$ cat config.mk
export PLATFORM = sky130hd
export DESIGN_NAME = par2ser_tx
export DESIGN_NICKNAME = d
export VERILOG_FILES = /design/src/rtl/par2ser_pkg.sv /design/src/rtl/par2ser_tx_hold.sv /design/src/rtl/par2ser_tx.sv
export SDC_FILE = /design/constraint.sdc
export NUM_CORES = 1
export LEC_CHECK = 0
export BUFFER_PORTS_ARGS = -buffer_cell sky130_fd_sc_hd__buf_2
export CAP_MARGIN = 20
export CORE_MARGIN = 1.5
export CORE_UTILIZATION = 30
export CTS_CLUSTER_DIAMETER = 60
export DETAILED_ROUTE_END_ITERATION = 16
export PLACE_DENSITY = 0.57
export SYNTH_ARGS = -nofsm -noshare
export SYNTH_HDL_FRONTEND = slang
export SYNTH_HIERARCHICAL = 1
export SYNTH_SLANG_ARGS = --single-unit
$ cat constraint.sdc
create_clock -name clock -period 1.3 [get_ports clock]
set_input_delay 0.26 -clock clock [delete_from_list [all_inputs] [get_ports clock]]
set_output_delay 0.26 -clock clock [all_outputs]
set_load 0.01 [all_outputs]
$ cat src/rtl/par2ser_pkg.sv
// Shared state encoding and idle line level for the parallel-to-serial transmitter.
package par2ser_pkg;

    typedef enum logic {
        IDLE  = 1'b0,
        SHIFT = 1'b1
    } state_t;

    localparam logic IDLE_LVL = 1'b1;

endpackage

$ cat src/rtl/par2ser_tx_hold.sv
// One-word load/clear holding register with a full flag.
// Latency: q/full update on the edge after ld or cl; ld wins over cl.
// Backpressure: none here; the owner gates ld on !full.
module p2s_hold_reg #(
    parameter int N = 8
) (
    input  logic         clock,
    input  logic         clr,
    input  logic         ld,
    input  logic         cl,
    input  logic [N-1:0] d,
    output logic [N-1:0] q,
    output logic         full
);

    always_ff @(posedge clock or posedge clr) begin
        if (clr) begin
            q    <= '0;
            full <= 1'b0;
        end else if (ld) begin
            q    <= d;
            full <= 1'b1;
        end else if (cl) begin
            full <= 1'b0;
        end
    end

endmodule

$ cat src/rtl/par2ser_tx.sv
// N-bit parallel word to MSB-first serial stream, DIV clocks per bit (PAR2SER_TX_DBUF_EN adds a pending word).
// Latency: MSB on sdo from the accepting edge; frame ends N*DIV edges later with a done pulse.
// Backpressure: ready=0 while shifting, or with PAR2SER_TX_DBUF_EN while the pending word is occupied.
module par2ser_tx
    import par2ser_pkg::*;
#(
    parameter int N   = 8,
    parameter int DIV = 4
) (
    input  logic         clock,
    input  logic         clr,
    input  logic         load,
    input  logic [N-1:0] inData,
    output logic         ready,
    output logic         busy,
    output logic         sdo,
    output logic         bitStrobe,
    output logic         done
);

    localparam int BW = (N > 2) ? $clog2(N) : 1;
    localparam int DW = (DIV > 1) ? $clog2(DIV) : 1;
    localparam logic [BW-1:0] BIT_TOP = BW'(N - 1);
    localparam logic [DW-1:0] DIV_TOP = DW'(DIV - 1);

    state_t         state;
    logic [N-1:0]   shreg;
    logic [BW-1:0]  bitcnt;
    logic [DW-1:0]  divcnt;

    logic           accept;
    logic           frame_end;
    logic           start_vld;
    logic [N-1:0]   start_dat;

    assign accept    = load && ready;
    assign frame_end = (state == SHIFT) && (bitcnt == '0) && (divcnt == '0);

`ifdef PAR2SER_TX_DBUF_EN
    logic           pend_vld;
    logic [N-1:0]   pend_dat;

    // Words arriving mid-frame park here; a word on the frame-end edge goes straight to the shifter.
    p2s_hold_reg #(.N(N)) u_hold (
        .clock (clock),
        .clr   (clr),
        .ld    (accept && (state == SHIFT) && !frame_end),
        .cl    (frame_end && pend_vld),
        .d     (inData),
        .q     (pend_dat),
        .full  (pend_vld)
    );

    assign ready     = !pend_vld;
    assign start_vld = (frame_end && pend_vld) || (accept && ((state == IDLE) || frame_end));
    assign start_dat = pend_vld ? pend_dat : inData;
`else
    assign ready     = (state == IDLE);
    assign start_vld = accept;
    assign start_dat = inData;
`endif

    always_ff @(posedge clock or posedge clr) begin
        if (clr) begin
            state     <= IDLE;
            shreg     <= '0;
            bitcnt    <= '0;
            divcnt    <= '0;
            sdo       <= IDLE_LVL;
            busy      <= 1'b0;
            bitStrobe <= 1'b0;
            done      <= 1'b0;
        end else begin
            done      <= frame_end;
            bitStrobe <= 1'b0;
            if (start_vld) begin
                // Back-to-back start takes priority over returning to idle, so busy never drops.
                state     <= SHIFT;
                shreg     <= start_dat;
                sdo       <= start_dat[N-1];
                bitcnt    <= BIT_TOP;
                divcnt    <= DIV_TOP;
                busy      <= 1'b1;
                bitStrobe <= 1'b1;
            end else if (frame_end) begin
                state <= IDLE;
                sdo   <= IDLE_LVL;
                busy  <= 1'b0;
            end else if (state == SHIFT) begin
                if (divcnt != '0) begin
                    divcnt <= divcnt - 1'b1;
                end else begin
                    divcnt    <= DIV_TOP;
                    bitcnt    <= bitcnt - 1'b1;
                    shreg     <= shreg << 1;
                    sdo       <= shreg[N-2];
                    bitStrobe <= 1'b1;
                end
            end
        end
    end

endmodule

# [Word-level counts from Yosys, hierarchy flattened]
# Index checks and enable logic that the tools add are counted.
[totals] register_bits=16 input_bits=11 output_inout_bits=5 elab_cells=47
[classes] add_sub_neg=2 n_eq_ne=3 n_mux=22 bitwise=1 n_reduce_logical=12
[op_table] operator="2-to-1 mux 7 bit" count=4
[op_table] operator="2-to-1 mux 3 bit" count=4
[op_table] operator="2-to-1 mux 1 bit" count=10
[op_table] operator="2-to-1 mux 2 bit" count=4
[op_table] operator="nonzero test 2 bit" count=3
[op_table] operator="inequality test 2 bit (second input constant)" count=2
[op_table] operator="AND reduction 2 bit" count=2
[op_table] operator="logical AND 1 bit" count=3
[op_table] operator="logical NOT 3 bit" count=1
[op_table] operator="inequality test 3 bit (second input constant)" count=1
[op_table] operator="AND reduction 3 bit" count=1
[op_table] operator="nonzero test 3 bit" count=1
[op_table] operator="subtractor 3 x 1 -> 3 bit (second input constant)" count=1
[op_table] operator="logical NOT 2 bit" count=1
[op_table] operator="subtractor 2 x 1 -> 2 bit (second input constant)" count=1
[op_table] operator="NOT 1 bit" count=1

# [Logic depth before layout (Yosys ltp)]
# Gate-level depths: netlist of run 1.
[logic_depth] word_depth=5 depth_mapped=6 mapped_depth_nobuf=5

# [Least setup slack after synthesis of run 1]
# No wires, ideal clock.
[synth_timing] path_type="flip-flop to flip-flop" start="register divcnt[0]" end="register bitcnt[2]" setup_time_ns=0.129 arrival_time_ns=1.160 required_time_ns=1.171 slack_ns=0.011 stages_incl_launch_ff=7 path_buffers=1 period_less_slack_ns=1.289 cell_sequence="dfrtp_1 -> inv_1 -> ha_1 -> and2_1 -> buf_6 -> a311oi_1 -> a31oi_1"
[synth_via] elab_chain_len=4 elab_cells_between_ends=6 classes_between="eq/ne (2); reduce/logical (4)"
[synth_lines] element="start, declared" line_no="par2ser_tx.sv:29" source="logic [DW-1:0] divcnt;"
[synth_lines] element="start signal, assigned" line_no="par2ser_tx.sv:91" source="divcnt <= divcnt - 1'b1;"
[synth_lines] element="logical NOT 2 bit" line_no="par2ser_tx.sv:37" source="assign frame_end = (state == SHIFT) && (bitcnt == '0) && (divcnt == '0);"
[synth_lines] element="logical AND 1 bit" line_no="par2ser_tx.sv:37"
[synth_lines] element="inequality test 2 bit (no line)"
[synth_lines] element="AND reduction 3 bit (no line) (*)"
[synth_lines] element="end signal, assigned" line_no="par2ser_tx.sv:94" source="bitcnt <= bitcnt - 1'b1;"
[synth_lines] element="end, declared" line_no="par2ser_tx.sv:28" source="logic [BW-1:0] bitcnt;"
# Every way passes the cells marked *; elsewhere a longest branch is shown, timed or not.
# A chain may end at the register's enable or synchronous reset.

# [Worst setup path after layout of run 1]
[layout_timing] start="register bitcnt[0]" end="register divcnt[1]"
[layout_via] elab_chain_len=5
[layout_lines] element="logical NOT 3 bit" line_no="par2ser_tx.sv:37"
[layout_lines] element="logical AND 1 bit (2 in series)" line_no="par2ser_tx.sv:37"
[layout_lines] element="inequality test 2 bit (no line)"
[layout_lines] element="AND reduction 2 bit (no line)"
# Every way passes these cells.

==> flow_summary.toml, run 1 <==
[status]
status = "finished, final reports clean"

[sta]
tightest_slew_ps = 211.3
max-slew-margin-rel_pct = 85.69
fmax_mhz = 808.1
finalMaxSlewViolations = 0
setup_viol_count_final = 0
period_needed_ps = 1238
grt_setup_unrepaired = "yes"
timing.final.ws_setup_ps = 62.50
timing_hold_violations_final = 0
timing.final.crit_share_pct = 95.19
setup_tns_ps = 0
finClkSkew_ps = 9.405

[critical_path]
start_kind = "register"
worstPathArrival_ps = 1420
cp.required_ps = 1480
slowest_delay_ps = 400
r2r_cells = 5
r2r-end = "divcnt[1]"
slowest_stage = "dfrtp_1"
crit_start = "bitcnt[0]"
r2r_start = "bitcnt[0]"
crit_chain = "inv_2, ha_4, and2b_4, a21oi_4, o22a_1"
end_kind = "register"
ff2ff_setup_slack_ps = 60
setup.worst_path.class = "register to register"
path_max_fanout = 6

[global_routing]
grt_pass1_wl_um = 2628
grt_overflow = 0
grt_pass1_vias = 580
use_met1_pct = 16.98
grt.busiest_layer = "met2"
met2_usage_pct = 19.92
grt_max_degree = 17
track_usage_pct = 12.83
grt_util_met3_pct = 1.667
antenna_found_initial = 0

[yosys]
synth.avg_cell_area_um2 = 9.791
syn_area_um2 = 783.3
synth_top_family_by_area = "simple AND/OR/NAND/NOR gates"
synth_nets = 94
yosys.area_share.simple_pct = 20.13
synth-seq-area-share_pct = 51.28
netlist_instances = 80
synthAdderAreaFrac_pct = 4.792
synth-xor-area-share_pct = 0
yosysWarnings = 6
muxShareOfSynthArea_pct = 0
synth_compound_area_share_pct = 17.57
ys_ff_latch = 16
ys_types = 25

[placed_design]
place_congestion = 0.6887
port_buffers = 15
pre_cts_ws_ps = -116.2
dpl.hpwl_um = 1120
placed_cells = 129

[clock_tree]
h-tree-depth = 1
cts_buffer_depth = 2
cts_tree = "yes"
clk_pin_slew_worst_paths_ps = 100
cts_buffers = 3
clkLatencyLatePin_ps = 290
cts_root_buf = "clkbuf_4"
cts.sinks = 16

[drt]
vias = 654
dr.first_iter.drc_count = 1
ant_nets = 0
drt_pass1_iterations = 2
wl_per_cell_um = 12.26
via_per_inst = 4.774
drc = 0
drt-total-wl_um = 1680

[min_path]
hold_start = "inData[0]"
hold_end = "shreg[0]"
hold_path_depth = 3
min_path_type = "input port to register"

[floorplanning]
die_width_um = 54.10
initial_utilization_pct = 31.62
die_area_um2 = 2926
core.rowCount = 18
pin_count = 16
core_area_um2 = 2477
die_h_um = 54.10

[layout]
nets = 122
fin_util_pct = 41.62
drive_above_1_share_pct = 39.25
final_cells = 137
syn2layout_area_growth_pct = 31.63
n_antenna_cell = 0

[pwr]
finalPower_mw = 2.004
leakage_nw = 0.4710
powerDensity_nw_per_um2 = 1944
ir_drop_uv = 945.6

[run]
cap_violations = 0
## cell families after synthesis
logic type      count (synthesis)
simple gates                   33
compound gates                 18
flops                          16
fa+ha+maj                       3
buf+inv                        10
## per-stage QoR
stage | area [um2] | hold slack (ps)
2_1_floorplan | 783.3 | 173.0
3_3_place_gp | 929.6 | 279.0
3_5_place_dp | 929.6 | 280.4
4_1_cts | 989.7 | 170.8
5_1_grt | 1031 | 171.6
6_report | 1031 | 176.5
## critical path, delay by kind of cell, from the launching register on
family                     cells  cell delay (ps)
buffers and inverters          1               90
adders and majority gates      1              140
and+or+nand+nor                1              230
AOI/OAI and AO/OA              2              270
DFF                            1              400
## area by class of cell
class	instances	area (um2)
inverter	6	22.52
sequential	16	401.6
timing repair buffer	25	152.6
fill	265	1446
clock buffer	4	26.28
multi-input combinational	56	390.4
tap	30	37.54
## Yosys cell counts
library cell / number / area, um2
nand3b_1: 1 / 7.510
a22oi_1: 1 / 7.510
o22a_1: 2 / 17.52
nor2_1: 2 / 7.510
dfrtp_1: 15 / 375.4
nand2_1: 17 / 63.81
buf_2: 3 / 15.01
o21ai_0: 3 / 15.01
a311oi_1: 1 / 8.760
and2_1: 1 / 6.260
o211ai_1: 6 / 45.04
nand2b_1: 2 / 12.51
ha_1: 3 / 37.54
a211oi_1: 1 / 7.510
a21oi_1: 1 / 5.000
buf_6: 1 / 11.26
nor2_4: 1 / 11.26
nor2b_1: 1 / 6.260
and2b_1: 1 / 7.510
a31oi_1: 1 / 6.260
nand3_1: 7 / 35.03
inv_1: 6 / 22.52
o311ai_1: 1 / 8.760
a21oi_4: 1 / 16.27
dfstp_2: 1 / 26.28
## cells in the final DEF (no fill, tap or decap), types with 2 or more instances in the layout
| master | Yosys | layout |
|---|---|---|
| buf_4 | 0 | 9 |
| o22a_1 | 2 | 2 |
| nand3_1 | 7 | 7 |
| clkbuf_4 | 0 | 3 |
| o211ai_1 | 6 | 6 |
| inv_1 | 6 | 5 |
| buf_2 | 3 | 15 |
| nor2_4 | 1 | 2 |
| nand2_1 | 17 | 16 |
| o21ai_0 | 3 | 2 |
| dfrtp_1 | 15 | 15 |
## flip-flops by register name, summed over array words and instances, names as in the netlist
register   flops
shreg          7
bitcnt         3
divcnt         2
bitStrobe      1
done           1
sdo            1
state          1
## routing by layer
metal	vias up	wire (um)
li1	332	-
met1	310	791
met2	8	835
met3	4	28
met4	0	25
met5	-	0
## how the worst max path moves through the flow
stage,endpoint,slack (ps),cells past startpoint
final,divcnt[1],60,5
after global routing,shreg[6],0.4,6
after CTS,bitcnt[2],20,5
after detailed placement,divcnt[0],-120,5
after global placement,divcnt[1],-70,5
after floorplan,bitcnt[2],10,6
## power breakdown
part	switching, mW	leakage, nW	internal, mW
logic	0.506	0.258	0.462
clock network	0.157	0.0150	0.119
registers	0.0873	0.198	0.673
total	0.750	0.471	1.25
## repair_timing
item                                    CTS  global route
gates resized for setup                   6             9
hold buffers                              1             0
pin swaps                                 2             2
hold endpoints to repair                 15             0
buffers inserted                          1             0
cloned                                    1             1
endpoints found under the setup margin   13             8
Power figures use the tool's default switching activity.
==> run 2: changes to the inputs <==
--- a/config.mk
+++ b/config.mk
@@ -5,13 +5,16 @@
 export SDC_FILE = /design/constraint.sdc
 export NUM_CORES = 1
 export LEC_CHECK = 0
+export ABC_AREA = 1
 export BUFFER_PORTS_ARGS = -buffer_cell sky130_fd_sc_hd__buf_2
 export CAP_MARGIN = 20
+export CELL_PAD_IN_SITES_DETAIL_PLACEMENT = 0
+export CELL_PAD_IN_SITES_GLOBAL_PLACEMENT = 1
 export CORE_MARGIN = 1.5
 export CORE_UTILIZATION = 30
 export CTS_CLUSTER_DIAMETER = 60
 export DETAILED_ROUTE_END_ITERATION = 16
-export PLACE_DENSITY = 0.57
+export PLACE_DENSITY = 0.71
 export SYNTH_ARGS = -nofsm -noshare
 export SYNTH_HDL_FRONTEND = slang
 export SYNTH_HIERARCHICAL = 1
==> flow_summary.toml, run 2 <==
[status]
status = "finished, final reports clean"

[layout]
drive_above_1_share_pct = 29.93
n_antenna_cell = 0
largest_reg_flops = 7
final_cells = 168
nets = 152
reg.largest.list = "shreg (7), bitcnt (3), divcnt (2)"
syn2layout_area_growth_pct = 25.84
largest-register = "shreg"
fin_area_um2 = 1079
final_common_cell = "nand2_1"
final_cell_mix = "nand2_1, nand3_1, dfrtp_1, buf_2, inv_1"

[clock_tree]
h-tree-depth = 1
cts_root_buf = "clkbuf_4"
cts_buffers = 3
cts_buffer_depth = 2
clk_pin_slew_worst_paths_ps = 90
clkLatencyLatePin_ps = 270
cts.sinks = 16
cts_tree = "yes"

[drt]
drc = 0
via_per_inst = 4.494
vias = 755
drt-total-wl_um = 1740
drt_pass1_iterations = 4
dr.first_iter.drc_count = 20
wl_per_cell_um = 10.36
ant_nets = 0

[run]
cap_violations = 0

[yosys]
synthTopCellsByArea = "dfrtp_1, nand2_1, nand3_1"
synth-seq-area-share_pct = 46.86
synth_compound_area_share_pct = 0
yosys.area.top_type = "dfrtp_1"
ys_types = 13
ys_ff_latch = 16
netlist_instances = 112
synthTopCellsByCount = "nand2_1, nand3_1, dfrtp_1"
yosys.area_share.simple_pct = 37.81
synth_top_family_by_area = "simple AND/OR/NAND/NOR gates"
async_flop_share_pct = 100.0
synth-xor-area-share_pct = 0
yosysMostFrequentCell = "nand2_1"
syn_area_um2 = 857.1
muxShareOfSynthArea_pct = 0
dominantRegCellSynth = "dfrtp_1"
synth_top_area_share_pct = 43.80
synth.avg_cell_area_um2 = 7.652
synth_nets = 126
synth-edff-count = 0
yosysWarnings = 6
synthAdderAreaFrac_pct = 4.380

[global_routing]
met2_usage_pct = 18.77
grt_pass1_vias = 682
use_met1_pct = 15.61
antenna_found_initial = 0
grt_max_degree = 24
grt_pass1_wl_um = 2960
grt.busiest_layer = "met2"
track_usage_pct = 11.69
grt_util_met3_pct = 2.304
grt_overflow = 0

[floorplanning]
initial_utilization_pct = 31.35
die_h_um = 56.45
die_area_um2 = 3187
core.rowCount = 19
die_width_um = 56.45
pin_count = 16
core_area_um2 = 2734

[critical_path]
worstPathArrival_ps = 960
r2r_cells = 8
r2r_start = "divcnt[0]"
crit_start = "state"
setup.worst_path.class = "register to output pin"
end_kind = "output pin"
ff2ff_setup_slack_ps = 90
cp.required_ps = 1040
crit_chain = "inv_2, buf_6, buf_2"
cp-endpoint = "ready"
start_kind = "register"
r2r-end = "shreg[4]"
slowest_delay_ps = 390
slowest_stage = "dfrtp_1"
path_max_fanout = 2

[sta]
setup_viol_count_final = 0
tightest_slew_ps = 252.5
fmax_mhz = 817.4
grt_setup_unrepaired = "yes"
period_needed_ps = 1223
finalMaxSlewViolations = 0
timing_hold_violations_final = 0
finClkSkew_ps = 1.560
timing.final.crit_share_pct = 94.11
max-slew-margin-rel_pct = 83.15

[placed_design]
dpl.hpwl_um = 1172
place_congestion = 0.7083
place_area_um2 = 970.9
port_buffers = 15
placed_cells = 159

[pwr]
ir_drop_uv = 1071
powerDensity_nw_per_um2 = 2187
leakage_nw = 0.6397

[min_path]
min_path_type = "input port to register"
==> run 2: worst min path at each step <==
stage                     slack (ps)  depth (start not counted)       from         to
after floorplan                  170                          1        clr  bitStrobe
after global placement           280                          3        clr       done
after detailed placement         280                          3        clr       done
after CTS                        210                          3  inData[0]   shreg[0]
after global routing             220                          3  inData[0]   shreg[0]
final                            210                          3  inData[0]   shreg[0]
==> run 2: power by group <==
| part | total [mW] | switching [mW] | internal [mW] |
|---|---|---|---|
| sequential | 0.793 | 0.0947 | 0.698 |
| clock | 0.268 | 0.149 | 0.119 |
| combinational | 1.30 | 0.735 | 0.564 |
| total | 2.36 | 0.978 | 1.38 |
==> run 2: cell families (layout without fill, tap and decap cells) <==
logic type,after synthesis,count (layout)
buffers and inverters,18,43
and+or+nand+nor,75,75
DFF,16,16
adders and majority gates,3,3
==> run 2: metrics by stage <==
step,setup TNS (ps),util (%),setup WS (ps),total power [mW],hold WS (ps)
after floorplan,0,-,133.2,1.618,173.0
after global placement,0,35.51,65.49,1.882,276.8
after detailed placement,0,35.51,41.03,1.900,280.2
after CTS,0,37.53,33.73,2.236,207.5
after global routing,-39.04,39.45,-17.18,2.653,222.6
final,0,39.45,76.56,2.358,211.8
==> run 2: layer usage <==
layer	routed length, um	share of wire [%]
met5	0	0
met4	16	0.92
met3	47	2.7
met2	828	48
met1	848	49
==> run 2: area by class of cell <==
cell class	count	area, um2
inverter	13	48.80
tap	31	38.79
sequential	16	401.6
clock buffer	4	26.28
multi-input combinational	78	391.6
timing repair buffer	26	171.4
fill	298	1655
==> run 2: worst max-delay path, delay by kind of cell (launching register included) <==
kind                   cells  cell delay [ps]
DFF                        1              390
buffers and inverters      3              290
==> run 2: repair_timing <==
action | CTS | global route
cloned | 0 | 1
endpoints found under the setup margin | 1 | 13
hold endpoints to repair | 15 | 0
hold buffers | 1 | 0
pin swaps | 0 | 3
resized for setup | 1 | 13
setup buffers | 2 | 1
==> run 3: changes to the inputs <==
==> constraint.sdc (replaced) <==
create_clock -name clock -period 1.1 [get_ports clock]
set_input_delay 0.22 -clock clock [delete_from_list [all_inputs] [get_ports clock]]
set_output_delay 0.22 -clock clock [all_outputs]
set_load 0.01 [all_outputs]
==> flow_summary.toml, run 3 (synthesized netlist as in run 2, its figures left out) <==
[status]
status = "complete, but fails checks"
violations = "setup timing"

[run]
cap_violations = 0

[floorplanning]
initial_utilization_pct = 31.35
die_area_um2 = 3187
core_area_um2 = 2734
die_width_um = 56.45
die_h_um = 56.45
core.rowCount = 19
pin_count = 16

[pwr]
ir_drop_uv = 1669
finalPower_mw = 3.938
leakage_nw = 0.7386
powerDensity_nw_per_um2 = 2864

[critical_path]
start_kind = "register"
ff2ff_setup_slack_ps = -90
r2r_cells = 8
end_kind = "register"
worstPathArrival_ps = 1380
crit_start = "divcnt[1]"
r2r-end = "shreg[1]"
r2r_start = "divcnt[1]"
path_max_fanout = 8
cp-endpoint = "shreg[1]"
cp.required_ps = 1290
setup.worst_path.class = "register to register"

[sta]
finalMaxSlewViolations = 0
fmax_mhz = 839.2
max-slew-margin-rel_pct = 85.24
hold_slack_ps = 162.1
setup_tns_ps = -950.7
timing.final.crit_share_pct = 108.3
setup_viol_count_final = 15
tightest_slew_ps = 221.3
timing.final.ws_setup_ps = -91.67
period_needed_ps = 1192
timing_hold_violations_final = 0
finClkSkew_ps = 4.565
grt_setup_unrepaired = "yes"

[clock_tree]
cts.sinks = 16
h-tree-depth = 1
clk_pin_slew_worst_paths_ps = 100
cts_buffer_depth = 2
cts_tree = "yes"
cts_root_buf = "clkbuf_4"
cts_buffers = 3
clkLatencyLatePin_ps = 290

[drt]
via_per_inst = 4.624
drc = 0
ant_nets = 0
dr.first_iter.drc_count = 11
drt_pass1_iterations = 4
vias = 837
wl_per_cell_um = 11.93
drt-total-wl_um = 2160

[global_routing]
grt_pass1_wl_um = 3532
antenna_found_initial = 0
grt_max_degree = 25
grt_pass1_vias = 791
track_usage_pct = 14.22
grt_overflow = 0

[layout]
largest-register = "shreg"
final_cell_mix = "nand2_1, nand3_1, dfrtp_1, buf_4, buf_2"
syn2layout_area_growth_pct = 60.44
fillCellCount = 260
nets = 165
final_common_cell = "nand2_1"
largest_reg_flops = 7
reg.largest.list = "shreg (7), bitcnt (3), divcnt (2)"
final_cells = 181
fin_area_um2 = 1375
drive_above_1_share_pct = 49.33
n_antenna_cell = 0

[placed_design]
place_congestion = 0.7308
port_buffers = 15
placed_cells = 164
place_area_um2 = 1028
dpl.hpwl_um = 1278

[min_path]
min_path_type = "input port to register"
==> run 3: cell count changes in the layout (fill, tap and decap cells not counted), moves of 5 or more <==
cell	previous run	this run
buf_4	7	15
inv_2	2	7
inv_1	11	5
nand2_1	43	36
buf_6	3	8
==> run 3: worst min-delay path by stage <==
stage	end	slack, ps	start	depth (start not counted)
global route	sdo	190	inData[7]	3
finish	shreg[0]	160	inData[0]	3
CTS	shreg[0]	160	inData[0]	3
floorplan	bitStrobe	130	clr	1
detailed placement	done	240	clr	3
global placement	done	240	clr	3
==> run 3: per-stage QoR <==
stage	setup WS (ps)	utilization, %
after floorplan	-17.36	-
after global placement	-169.5	37.62
after detailed placement	-187.0	37.62
after CTS	-102.0	46.13
after global routing	-150.1	50.30
final	-91.67	50.30
==> run 3: cell type report <==
class                   instances  area, um2  share of cell area [%]
clock buffers                   4      36.28                   2.639
inverters                      13      53.80                   3.913
multi-input cells              80      551.8                   40.13
flip-flops and latches         16      401.6                   29.21
well taps                      31      38.79                   2.821
repair buffers                 37      292.8                   21.29
==> run 3: layer usage <==
layer	share of wire [%]	wire, um	global-route usage (%)
met2	50	1076	23.59
met4	1.9	40	6.122
met3	3.0	65	1.613
met5	0	0	0
met1	45	978	18.58
==> run 3: repair_timing <==
action                     in CTS  in global routing
hold endpoints to repair       15                  0
hold buffers                    1                  0
gates cloned                    1                  1
pin swaps                       5                  9
gates resized for setup        28                 20
setup endpoints to repair      18                 18
buffers inserted                6                  4
==> run 3: worst max-delay path, stage by stage, from the launching register on <==
cell,delay [ps]
dfrtp_1,400
inv_2,70
ha_4,150
nand2_4,60
inv_6,70
nand2_8,80
buf_12,150
nand3_2,50
nand2_1,60
==> run 3: power breakdown <==
part	switching, mW	total, mW	internal [mW]
Combinational	1.34	2.58	1.24
Sequential	0.132	0.958	0.826
Clock	0.195	0.397	0.202
Total	1.67	3.94	2.27
